**src/rtl/demux_pkg.sv**
```systemverilog
// demux_pkg: shared widths and helpers for the demux_router slice.
//   DATA_W  - data path width
//   NUM_CH  - number of output channels (legal select 0..NUM_CH-1)
//   SEL_W   - width of the channel select
//   CNT_W   - width of the saturating drop counter
//   CNT_MAX - saturation value of the drop counter
package demux_pkg;

  localparam int DATA_W = 16;
  localparam int NUM_CH = 9;
  localparam int SEL_W  = 4;
  localparam int CNT_W  = 8;

  localparam logic [CNT_W-1:0] CNT_MAX = {CNT_W{1'b1}};

  // True when the select addresses an existing channel.
  function automatic logic sel_legal(input logic [SEL_W-1:0] sel);
    return (sel < SEL_W'(NUM_CH));
  endfunction

endpackage

```
**src/rtl/demux_router_if.sv**
```systemverilog
// demux_router_if: bundles the input valid/ready stream, the per-channel
// output handshakes and the drop status of the demux_router.
//   in_valid/in_ready/in_data/in_sel - input beat handshake and payload
//   out_valid/out_ready/out_data     - per-channel handshakes, channel k at
//                                      out_data[k*DATA_W +: DATA_W]
//   drop_pulse/drop_cnt              - drop indication and saturating count
// Modports: slave is the router side, master is the source/consumer side.
interface demux_router_if;
  import demux_pkg::*;

  logic                     in_valid;
  logic                     in_ready;
  logic [DATA_W-1:0]        in_data;
  logic [SEL_W-1:0]         in_sel;
  logic [NUM_CH-1:0]        out_valid;
  logic [NUM_CH-1:0]        out_ready;
  logic [NUM_CH*DATA_W-1:0] out_data;
  logic                     drop_pulse;
  logic [CNT_W-1:0]         drop_cnt;

  modport slave (
    input  in_valid, in_data, in_sel, out_ready,
    output in_ready, out_valid, out_data, drop_pulse, drop_cnt
  );

  modport master (
    output in_valid, in_data, in_sel, out_ready,
    input  in_ready, out_valid, out_data, drop_pulse, drop_cnt
  );

endinterface

```
**src/rtl/demux_slot.sv**
```systemverilog
// demux_slot: one-entry holding register for a single output channel.
//   clk   - rising-edge clock
//   rst   - synchronous active-high reset, clears valid and data
//   load  - a beat for this channel is accepted this cycle
//   drain - consumer takes the held beat this cycle (out_ready)
//   din   - incoming beat
//   valid - slot holds a beat
//   data  - held beat; keeps its value until the next load
module demux_slot
  import demux_pkg::*;
#(
  parameter int W = DATA_W
) (
  input  logic         clk,
  input  logic         rst,
  input  logic         load,
  input  logic         drain,
  input  logic [W-1:0] din,
  output logic         valid,
  output logic [W-1:0] data
);

  // Load takes priority over drain: a simultaneous load and drain replaces
  // the held beat and keeps valid high, giving one beat per cycle.
  always_ff @(posedge clk) begin
    if (rst) begin
      valid <= 1'b0;
      data  <= '0;
    end else if (load) begin
      valid <= 1'b1;
      data  <= din;
    end else if (valid && drain) begin
      valid <= 1'b0;
    end
  end

endmodule

```
**src/rtl/demux_router.sv**
```systemverilog
// demux_router: registered 1-to-NUM_CH demultiplexer. Steers each accepted
// input beat into the holding register of the selected channel; beats with
// a select outside 0..NUM_CH-1 are consumed, dropped and counted.
//   clk - rising-edge clock
//   rst - synchronous active-high reset
//   bus - demux_router_if.slave (input stream, channel outputs, drop status)
module demux_router
  import demux_pkg::*;
(
  input  logic           clk,
  input  logic           rst,
  demux_router_if.slave  bus
);

  logic [NUM_CH-1:0]        sel_hot;
  logic [NUM_CH-1:0]        slot_free;
  logic [NUM_CH-1:0]        load;
  logic [NUM_CH-1:0]        valid_q;
  logic [NUM_CH*DATA_W-1:0] data_q;
  logic                     legal;
  logic                     ready;
  logic                     fire;
  logic                     drop_fire;
  logic                     drop_pulse_q;
  logic [CNT_W-1:0]         drop_cnt_q;

  always_comb begin
    sel_hot = '0;
    for (int k = 0; k < NUM_CH; k++) begin
      sel_hot[k] = (bus.in_sel == SEL_W'(k));
    end
  end

  assign legal     = sel_legal(bus.in_sel);
  // A slot can take a beat when empty or when it is being drained this cycle.
  assign slot_free = ~valid_q | bus.out_ready;
  // Illegal selects are always accepted so they can be discarded.
  assign ready     = !rst && (!legal || |(sel_hot & slot_free));
  assign fire      = bus.in_valid && ready;
  assign load      = sel_hot & {NUM_CH{fire}};
  assign drop_fire = fire && !legal;

  for (genvar k = 0; k < NUM_CH; k++) begin : g_slot
    demux_slot #(.W(DATA_W)) u_slot (
      .clk   (clk),
      .rst   (rst),
      .load  (load[k]),
      .drain (bus.out_ready[k]),
      .din   (bus.in_data),
      .valid (valid_q[k]),
      .data  (data_q[k*DATA_W +: DATA_W])
    );
  end

  always_ff @(posedge clk) begin
    if (rst) begin
      drop_pulse_q <= 1'b0;
      drop_cnt_q   <= '0;
    end else begin
      drop_pulse_q <= drop_fire;
      if (drop_fire && (drop_cnt_q != CNT_MAX)) begin
        drop_cnt_q <= drop_cnt_q + 1'b1;
      end
    end
  end

  assign bus.in_ready   = ready;
  assign bus.out_valid  = valid_q;
  assign bus.out_data   = data_q;
  assign bus.drop_pulse = drop_pulse_q;
  assign bus.drop_cnt   = drop_cnt_q;

endmodule

```
**src/flat_wrapper.sv**
```systemverilog
// flat-port wrapper written by rule: the top's interface ports become plain ports
module demux_router_flat import demux_pkg::*;
  (clk, rst, bus_in_valid, bus_in_data, bus_in_sel, bus_out_ready, bus_in_ready, bus_out_valid, bus_out_data, bus_drop_pulse, bus_drop_cnt);
  demux_router_if bus_i ();
  input  logic clk;
  input  logic rst;
  input wire logic [$bits(bus_i.in_valid)-1:0] bus_in_valid;
  input wire logic [$bits(bus_i.in_data)-1:0] bus_in_data;
  input wire logic [$bits(bus_i.in_sel)-1:0] bus_in_sel;
  input wire logic [$bits(bus_i.out_ready)-1:0] bus_out_ready;
  output wire logic [$bits(bus_i.in_ready)-1:0] bus_in_ready;
  output wire logic [$bits(bus_i.out_valid)-1:0] bus_out_valid;
  output wire logic [$bits(bus_i.out_data)-1:0] bus_out_data;
  output wire logic [$bits(bus_i.drop_pulse)-1:0] bus_drop_pulse;
  output wire logic [$bits(bus_i.drop_cnt)-1:0] bus_drop_cnt;
  assign bus_i.in_valid = bus_in_valid;
  assign bus_i.in_data = bus_in_data;
  assign bus_i.in_sel = bus_in_sel;
  assign bus_i.out_ready = bus_out_ready;
  assign bus_in_ready = bus_i.in_ready;
  assign bus_out_valid = bus_i.out_valid;
  assign bus_out_data = bus_i.out_data;
  assign bus_drop_pulse = bus_i.drop_pulse;
  assign bus_drop_cnt = bus_i.drop_cnt;
  demux_router u_core (.clk(clk), .rst(rst), .bus(bus_i));
endmodule
```
**config.mk**
```make
export PLATFORM = sky130hd
export DESIGN_NAME = demux_router_flat
export DESIGN_NICKNAME = d
export VERILOG_FILES = /design/src/rtl/demux_pkg.sv /design/src/rtl/demux_router_if.sv /design/src/rtl/demux_slot.sv /design/src/rtl/demux_router.sv /design/src/flat_wrapper.sv
export SDC_FILE = /design/constraint.sdc
export NUM_CORES = 1
export LEC_CHECK = 0
export ABC_AREA = 1
export BUFFER_PORTS_ARGS = -buffer_cell sky130_fd_sc_hd__buf_2
export CAP_MARGIN = 20
export CORE_UTILIZATION = 30
export CTS_CLUSTER_DIAMETER = 200
export CTS_CLUSTER_SIZE = 25
export DETAILED_ROUTE_END_ITERATION = 8
export GPL_ROUTABILITY_DRIVEN = 0
export GPL_TIMING_DRIVEN = 0
export SYNTH_ARGS = -nofsm -noshare
export SYNTH_HDL_FRONTEND = slang
export SYNTH_SLANG_ARGS = --single-unit
export TNS_END_PERCENT = 10
```
**constraint.sdc**
```tcl
create_clock -name clk -period 1.5 [get_ports clk]
set_input_delay 0.15 -clock clk [delete_from_list [all_inputs] [get_ports clk]]
set_output_delay 0.15 -clock clk [all_outputs]
set_load 0.1 [all_outputs]
```
# Word-level counts from Yosys, hierarchy flattened
# Index checks and enable logic that the tools add are counted.
# word_totals
register_bits	162
in_bits	32
elab_cells	80
# classes
add_sub_neg	1
magnitude_cmp	1
n_eq_ne	9
mux	18
n_bitwise	4
n_reduce_logical	27
# ops
cell	count
AND 9 bit	2
two-way mux 1 bit	18
nonzero test 2 bit	9
== test 4 x 3 -> 1 bit, second input constant	4
logical AND 1 bit	13
inverter 9 bit	1
OR 9 bit	1
OR reduction 9 bit	1
adder 8 x 1 -> 8 bit, second input constant	1
== test 4 x 2 -> 1 bit, second input constant	2
!= test 8 bit, second input constant	1
== test 4 x 1 -> 1 bit, second input constant	1
== test 4 bit, second input constant	1
zero test 4 bit	1
< comparator 4 bit, second input constant	1
zero test 1 bit	2
logical OR 1 bit	1

# Logic depth before layout (Yosys ltp)
# Gate-level depths: netlist of run 1.
# depth
depth_word	9
ltp_mapped	11
ltp_nobuf	11

# By module
# From an unflattened synthesis of run 1, not the netlist that was laid out.
# unflattened
cells_unflattened	792
area_unflattened_um2	6042.0
# by_module_without_submodules
mod	instances	cells_per_inst	area_each_um2
demux_slot	9	73	588.1
demux_router	1	135	749.5

# Worst setup path after synthesis of run 1
# Ideal clock, no wire load.
# synth_path
kind	register -> register
from	reg u_core.drop_cnt_q[0] (netlist: u_core.bus.drop_cnt[0])
to	reg u_core.drop_cnt_q[3] (netlist: u_core.bus.drop_cnt[3])
setup_ps	128
t_arrival_ps	2217
setup_slack_ps	-844
stages_incl_launch_ff	11
n_path_buf	0
period_less_slack_ps	2344
path_cell_list	dfxtp_1 -> ha_1 -> nand2_1 -> inv_1 -> nand3_1 -> nor3_1 -> inv_1 -> nand2_1 -> nor2_1 -> xnor2_1 -> nor2_1
# synth_between
elab_chain_len	2
word_cells_on_any_way	3
classes_between	1 x add/sub; 1 x eq/ne; 1 x reduce/logical
# synth_lines
item	line_no	rtl
start, declared	demux_router.sv:25	logic [CNT_W-1:0] drop_cnt_q;
start signal, assigned	demux_router.sv:62	drop_cnt_q <= drop_cnt_q + 1'b1;
branches (longest 2 deep; another with adder 8 x 1 -> 8 bit)	-	
# Several ways; the timed one is not identified.
# A chain may end at the register's enable or synchronous reset.

# Worst setup path in the final report of run 1
# layout_path
from	reg u_core.g_slot[0].u_slot.valid
to	out bus_in_ready
# layout_between
elab_chain_len	6
# layout_lines
item	line_no	rtl
start, declared	demux_slot.sv:19	output logic valid,
start signal, assigned	demux_slot.sv:27	valid <= 1'b0;
start signal, assigned	demux_slot.sv:30	valid <= 1'b1;
start signal, assigned	demux_slot.sv:33	valid <= 1'b0;
inverter 9 bit	demux_router.sv:36	assign slot_free = ~valid_q | bus.out_ready;
OR 9 bit	demux_router.sv:36	
AND 9 bit	demux_router.sv:38	assign ready = !rst && (!legal || |(sel_hot & slot_free));
OR reduction 9 bit	demux_router.sv:38	
logical OR 1 bit	demux_router.sv:38	
logical AND 1 bit	demux_router.sv:38	
end, declared	flat_wrapper.sv:11	output wire logic [$bits(bus_i.in_ready)-1:0] bus_in_ready;
# Every way passes these cells.

==> reports/results.tsv, run 1 <==
metric	value	unit
cts_buffers	17	
layout-drive-gt1-share	0.296	
p_leak	0.00546	uW
core_area	0.0235	mm2
cp-start-kind	register	
ys_ff_latch	162	
path_max_fanout	2	
syn-num-nets	1112	
cts-root-buf	clkbuf_16	
hpwlAfterDp	16100	um
outcome	finished, violations left	
power_density	998	mW/mm2
nets	1326	
layout_setup_ws	-0.131	ns
cts_hold_buf	0	
synthCells	1079	
slew_headroom	0.302	
power.total	9590	uW
firstDrtPassIters	5	
track_usage	0.200	
drt-total-wl	24300	um
hp-class	in2reg	
die_w	156	um
worst_slew_pin_slew	1.05	ns
cts_sinks	162	
final_area	0.00961	mm2
synth.cell_area	0.00716	mm2
cts_tree	built	
die_h	156	um
rsz0062_at_grt	yes	
wl_per_cell	15.0	um
dp_slack	-0.656	ns
initialDrtViolationCount	328	
placed_area	0.00851	mm2
fin_util	0.409	
maxSlewViolCount	0	
mostFrequentLayoutCells	nor2_1, nand2_1, buf_2, inv_1, dfxtp_1	
layout_commonest_cell	nor2_1	
finalSetupViolations	121	
arrival	1.48	ns
max-clock-path-buffers	2	
clk_latency	0.43	ns
portBuffers	177	
fin_crit	1.63	ns
viasPerCell	4.20	
clock-skew-final	0.0171	ns
grt_pass1_wl	35400	um
drc	0	
end_kind	primary output	
path_clk_slew	0.07	ns
syn_avg_cell_area	6.64	um2
rows	56	
grt_pass1_vias	5851	
htree_levels	4	
yosysSeqAreaShare	0.453	
fmax	0.613	GHz
initial_core_util	0.305	
synthToLayoutAreaGrowth	34.2	%
ys_warn_count	0	
die-area	0.0245	mm2
grt_overflow	0	
synth_cell_types	22	
route.vias.total	6824	
required	1.35	ns
failed_checks	negative setup slack	
ios	195	
period_share	1.09	
grt_max_degree	17	
antenna_found_initial	2	
ant_nets	0	
drv_cap	0	
vdd_drop_max	0.000696	V
crit_type	reg2out	
hold_viol	0	
cell usage after synthesis, drive strengths merged:
| master | instances | area share |
|---|---|---|
| buf | 61 | 0.061 |
| nor2 | 308 | 0.16 |
| o21ai | 4 | 0.0028 |
| ha | 1 | 0.0017 |
| nand2 | 313 | 0.17 |
| nor3 | 9 | 0.0063 |
| dfxtp | 162 | 0.45 |
| nand3 | 15 | 0.010 |
| nand4 | 9 | 0.027 |
| a21oi | 13 | 0.0091 |
| xnor2 | 2 | 0.0024 |
| a31oi | 1 | 0.00087 |
| inv | 170 | 0.089 |
| o21a | 1 | 0.0010 |
| clkbuf | 10 | 0.0052 |
what timing repair did:
item	4_1_cts	5_1_grt
setup buffers	8	2
resized for setup	76	46
pin swaps	25	22
gates cloned	5	3
endpoints found under the setup margin	156	161
routing by layer:
metal,part of all wire,wire length (um),GRT usage,vias up
met5,0.0012,29,0,-
met4,0.011,265,0.0476,4
met3,0.056,1350,0.0468,18
met2,0.47,11500,0.330,186
met1,0.46,11200,0.262,3079
li1,-,-,-,3537
cell families after synthesis:
kind of cell,Yosys count,synth area share
and+or+nand+nor,654,0.374
buffers and inverters,241,0.155
DFF,162,0.453
AOI/OAI and AO/OA,19,0.0138
xor gates and xnor gates,2,0.00245
adders and majority gates,1,0.00175
worst paths after layout:
check	endpoint	cells past startpoint	startpoint	slack, ns
worst max-delay path	bus_in_ready	6	u_core.g_slot[0].u_slot.valid	-0.13
worst max register to register	u_core.g_slot[0].u_slot.data[6]	10	u_core.g_slot[1].u_slot.valid	-0.07
worst min-delay path	u_core.g_slot[5].u_slot.valid	2	rst	0.02
worst min register to register	u_core.bus.drop_cnt[4]	1	u_core.bus.drop_cnt[4]	0.44
layout make-up:
| type | instances | area, um2 |
|---|---|---|
| clock inverter | 13 | 98.8 |
| clock buffer | 19 | 443 |
| multi-input combinational | 678 | 3130 |
| buffer | 71 | 539 |
| sequential | 162 | 3270 |
| timing repair buffer | 193 | 1090 |
| fill | 2473 | 13900 |
| tap | 319 | 399 |
| inverter | 170 | 638 |
| antenna | 1 | 2.50 |
through the flow:
stage	setup TNS [ns]	hold WS, ns	instances
after floorplan	-0.712	0.219	1079
after global placement	-67.91	0.426	1575
after global routing	-16.85	0.0186	1625
after detailed placement	-70.41	0.429	1575
final	-4.11	0.0173	1626
after CTS	-4.06	0.00595	1620
flip-flops by register name, indices dropped and copies added (netlist names):
name	flops
u_core.bus.drop_cnt	8
u_core.bus.drop_pulse	1
u_core.g_slot.u_slot.data	144
u_core.g_slot.u_slot.valid	9
power by group:
group	total (uW)	switching, uW	internal, uW
Sequential	4370	30.7	4340
Combinational	1060	850	207
Clock	4160	1970	2190
Total	9590	2850	6740
critical path: stages, from the launching register on:
cell	delay, ns
dfxtp_2	0.35
nand2_4	0.07
nand3_2	0.06
nand3_2	0.09
nor2_4	0.18
a21oi_4	0.08
buf_12	0.21
Power figures use the tool's default switching activity.
==> run 2, diff against run 1 <==
--- a/config.mk
+++ b/config.mk
@@ -16,5 +16,6 @@
 export GPL_TIMING_DRIVEN = 0
 export SYNTH_ARGS = -nofsm -noshare
 export SYNTH_HDL_FRONTEND = slang
+export SYNTH_HIERARCHICAL = 1
 export SYNTH_SLANG_ARGS = --single-unit
 export TNS_END_PERCENT = 10
==> reports/results.tsv, run 2 <==
metric	value	unit	change
outcome	finished, violations left		unchanged
failed_checks	negative setup slack		unchanged
cts_buffers	17		unchanged
ys_warn_count	6		was 0
synth_edf_count	0		unchanged
hpwlAfterDp	14100	um	was 16100 um
power_density	1040	mW/mm2	was 998 mW/mm2
dp_slack	-0.731	ns	was -0.656 ns
vdd_drop_max	0.000751	V	was 0.000696 V
netlist.top_cell.by_area	dfxtp_1		unchanged
synth_area_leaders	dfxtp_1, nor2_1, o21ai_0		was dfxtp_1, nand2_1, nor2_1
max-clock-path-buffers	2		unchanged
ant_nets	0		unchanged
synth.most_common_cell	nor2_1		was nand2_1
portBuffers	194		was 177
grt_pass1_vias	5719		was 5851
hold_viol	0		unchanged
grt_pass1_wl	30900	um	was 35400 um
rows	51		was 56
track_usage	0.199		was 0.200
initial_core_util	0.308		was 0.305
clock-skew-final	0.00832	ns	was 0.0171 ns
clk_latency	0.42	ns	was 0.43 ns
firstDrtPassIters	4		was 5
die_h	144	um	was 156 um
layout-drive-gt1-share	0.413		was 0.296
hp-class	in2reg		unchanged
rsz0062_at_grt	yes		unchanged
layout_commonest_cell	nor2_1		unchanged
core_area	0.0196	mm2	was 0.0235 mm2
slew_headroom	0.571		was 0.302
end_kind	primary output		unchanged
wl_per_cell	15.5	um	was 15.0 um
synth_common_cells	nor2_1, dfxtp_1, o21ai_0, nand2_1, inv_1		was nand2_1, nor2_1, inv_1, dfxtp_1, buf_4
syn_avg_cell_area	7.63	um2	was 6.64 um2
drv_cap	0		unchanged
async_reset_ff_frac	0		unchanged
maxSlewViolCount	0		unchanged
crit_type	reg2out		unchanged
ys.flop_type	dfxtp_1		unchanged
worst_slew_pin_slew	0.643	ns	was 1.05 ns
largest_reg_flops	144		unchanged
initialDrtViolationCount	256		was 328
syn-num-nets	825		was 1112
ios	195		unchanged
p_leak	0.00444	uW	was 0.00546 uW
nets	1076		was 1326
synth.cell_area	0.00604	mm2	was 0.00716 mm2
synth_cell_types	24		was 22
synthCells	792		was 1079
cts_tree	built		unchanged
cts-root-buf	clkbuf_16		unchanged
cts_sinks	162		unchanged
fin_util	0.460		was 0.409
finalSetupViolations	148		was 121
required	1.35	ns	about the same
synthToLayoutAreaGrowth	49.3	%	was 34.2%
mostFrequentLayoutCells	nor2_1, buf_2, dfxtp_1, o21ai_1, nor2_2		was nor2_1, nand2_1, buf_2, inv_1, dfxtp_1
yosysSeqAreaShare	0.537		was 0.453
layout_setup_ws	-0.205	ns	was -0.131 ns
grt_overflow	0		unchanged
die-area	0.0207	mm2	was 0.0245 mm2
drc	0		unchanged
ys_ff_latch	162		unchanged
antenna_found_initial	1		was 2
period_share	1.14		was 1.09
htree_levels	4		unchanged
fin_crit	1.71	ns	was 1.63 ns
fmax	0.586	GHz	was 0.613 GHz
drt-total-wl	20500	um	was 24300 um
largest_register	u_core/g_slot.u_slot/data		was u_core.g_slot.u_slot.data
path_max_fanout	3		was 2
grt_max_degree	22		was 17
die_w	144	um	was 156 um
synth_top_area_share	0.537		was 0.453
viasPerCell	4.55		was 4.20
arrival	1.56	ns	was 1.48 ns
path_clk_slew	0.06	ns	was 0.07 ns
cp-start-kind	register		unchanged
route.vias.total	6016		was 6824
-- run 2: cell count changes after synthesis, moves of 9 or more --
cell / before / now
o21ai_1: 0 / 10
nand4_4: 9 / 0
buf_2: 22 / 9
clkbuf_1: 10 / 0
buf_4: 26 / 9
o21ai_0: 4 / 137
nand2_1: 312 / 49
nor2_1: 303 / 321
inv_2: 1 / 11
inv_1: 169 / 35
a21oi_1: 13 / 2
a21oi_2: 0 / 10
-- run 2: worst paths after layout --
path / startpoint / to / slack, ns / cells past startpoint
setup / recovery: u_core/g_slot[4].u_slot/valid / bus_in_ready / -0.21 / 7
hold / removal: bus_in_data[6] / u_core/g_slot[3].u_slot/data[6] / 0.13 / 3
setup reg to reg: u_core/g_slot[5].u_slot/valid / u_core/g_slot[1].u_slot/data[5] / -0.19 / 12
hold reg to reg: u_core/g_slot[4].u_slot/data[3] / u_core/g_slot[4].u_slot/data[3] / 0.48 / 2
-- run 2: cells by family after synthesis --
| logic type | share of synthesized area |
|---|---|
| AOI/OAI and AO/OA | 0.138 |
| DFF | 0.537 |
| buffers and inverters | 0.0646 |
| adders and majority gates | 0.00207 |
| xor gates and xnor gates | 0.00145 |
| and+or+nand+nor | 0.257 |
-- run 2: routing by layer --
metal / GRT usage / part of all wire
met1: 0.234 / 0.42
met2: 0.340 / 0.49
met3: 0.0676 / 0.074
met4: 0.0566 / 0.012
met5: 0 / 0
-- run 2: cell type report --
type	count	area, um2
Sequential cell	162	3290
Clock inverter	8	50.0
Antenna cell	2	5.00
Tap cell	265	332
Timing Repair Buffer	231	1440
Multi-Input combinational cell	557	2940
Buffer	27	269
Fill cell	1975	10600
Clock buffer	23	489
Inverter	47	205
-- run 2: repair_timing --
action,4_1_cts,5_1_grt
resized for setup,155,103
endpoints found under the hold margin,9,0
setup buffers,21,5
pin swaps,27,33
hold buffers,9,0
endpoints found under the setup margin,154,158
cloned,2,2
-- run 2: worst max-delay path, cell delays in order (launching register included) --
cell and delay [ns]:
dfxtp_4 0.35, nand2_4 0.09, nand3_4 0.08, nand3_4 0.12
nor2_4 0.05, buf_6 0.11, a21oi_4 0.14, buf_12 0.19
-- run 2: power by group --
| part | switching (uW) | internal (uW) | total (uW) |
|---|---|---|---|
| registers | 27.0 | 4330 | 4360 |
| clock network | 1770 | 2290 | 4070 |
| logic | 757 | 210 | 967 |
| total | 2560 | 6840 | 9390 |
-- run 2: stage by stage --
| step | instances | power (uW) | setup TNS [ns] | hold WS [ns] | cell area [um2] |
|---|---|---|---|---|---|
| floorplan | 792 | 5000 | -22.96 | 0.203 | 6130 |
| global route | 1320 | 9720 | -30.15 | 0.138 | 9010 |
| detailed placement | 1251 | 5270 | -100.11 | 0.419 | 7430 |
| global placement | 1251 | 5270 | -96.93 | 0.413 | 7430 |
| CTS | 1314 | 9440 | -10.05 | 0.107 | 8610 |
| finish | 1322 | 9390 | -14.99 | 0.132 | 9020 |
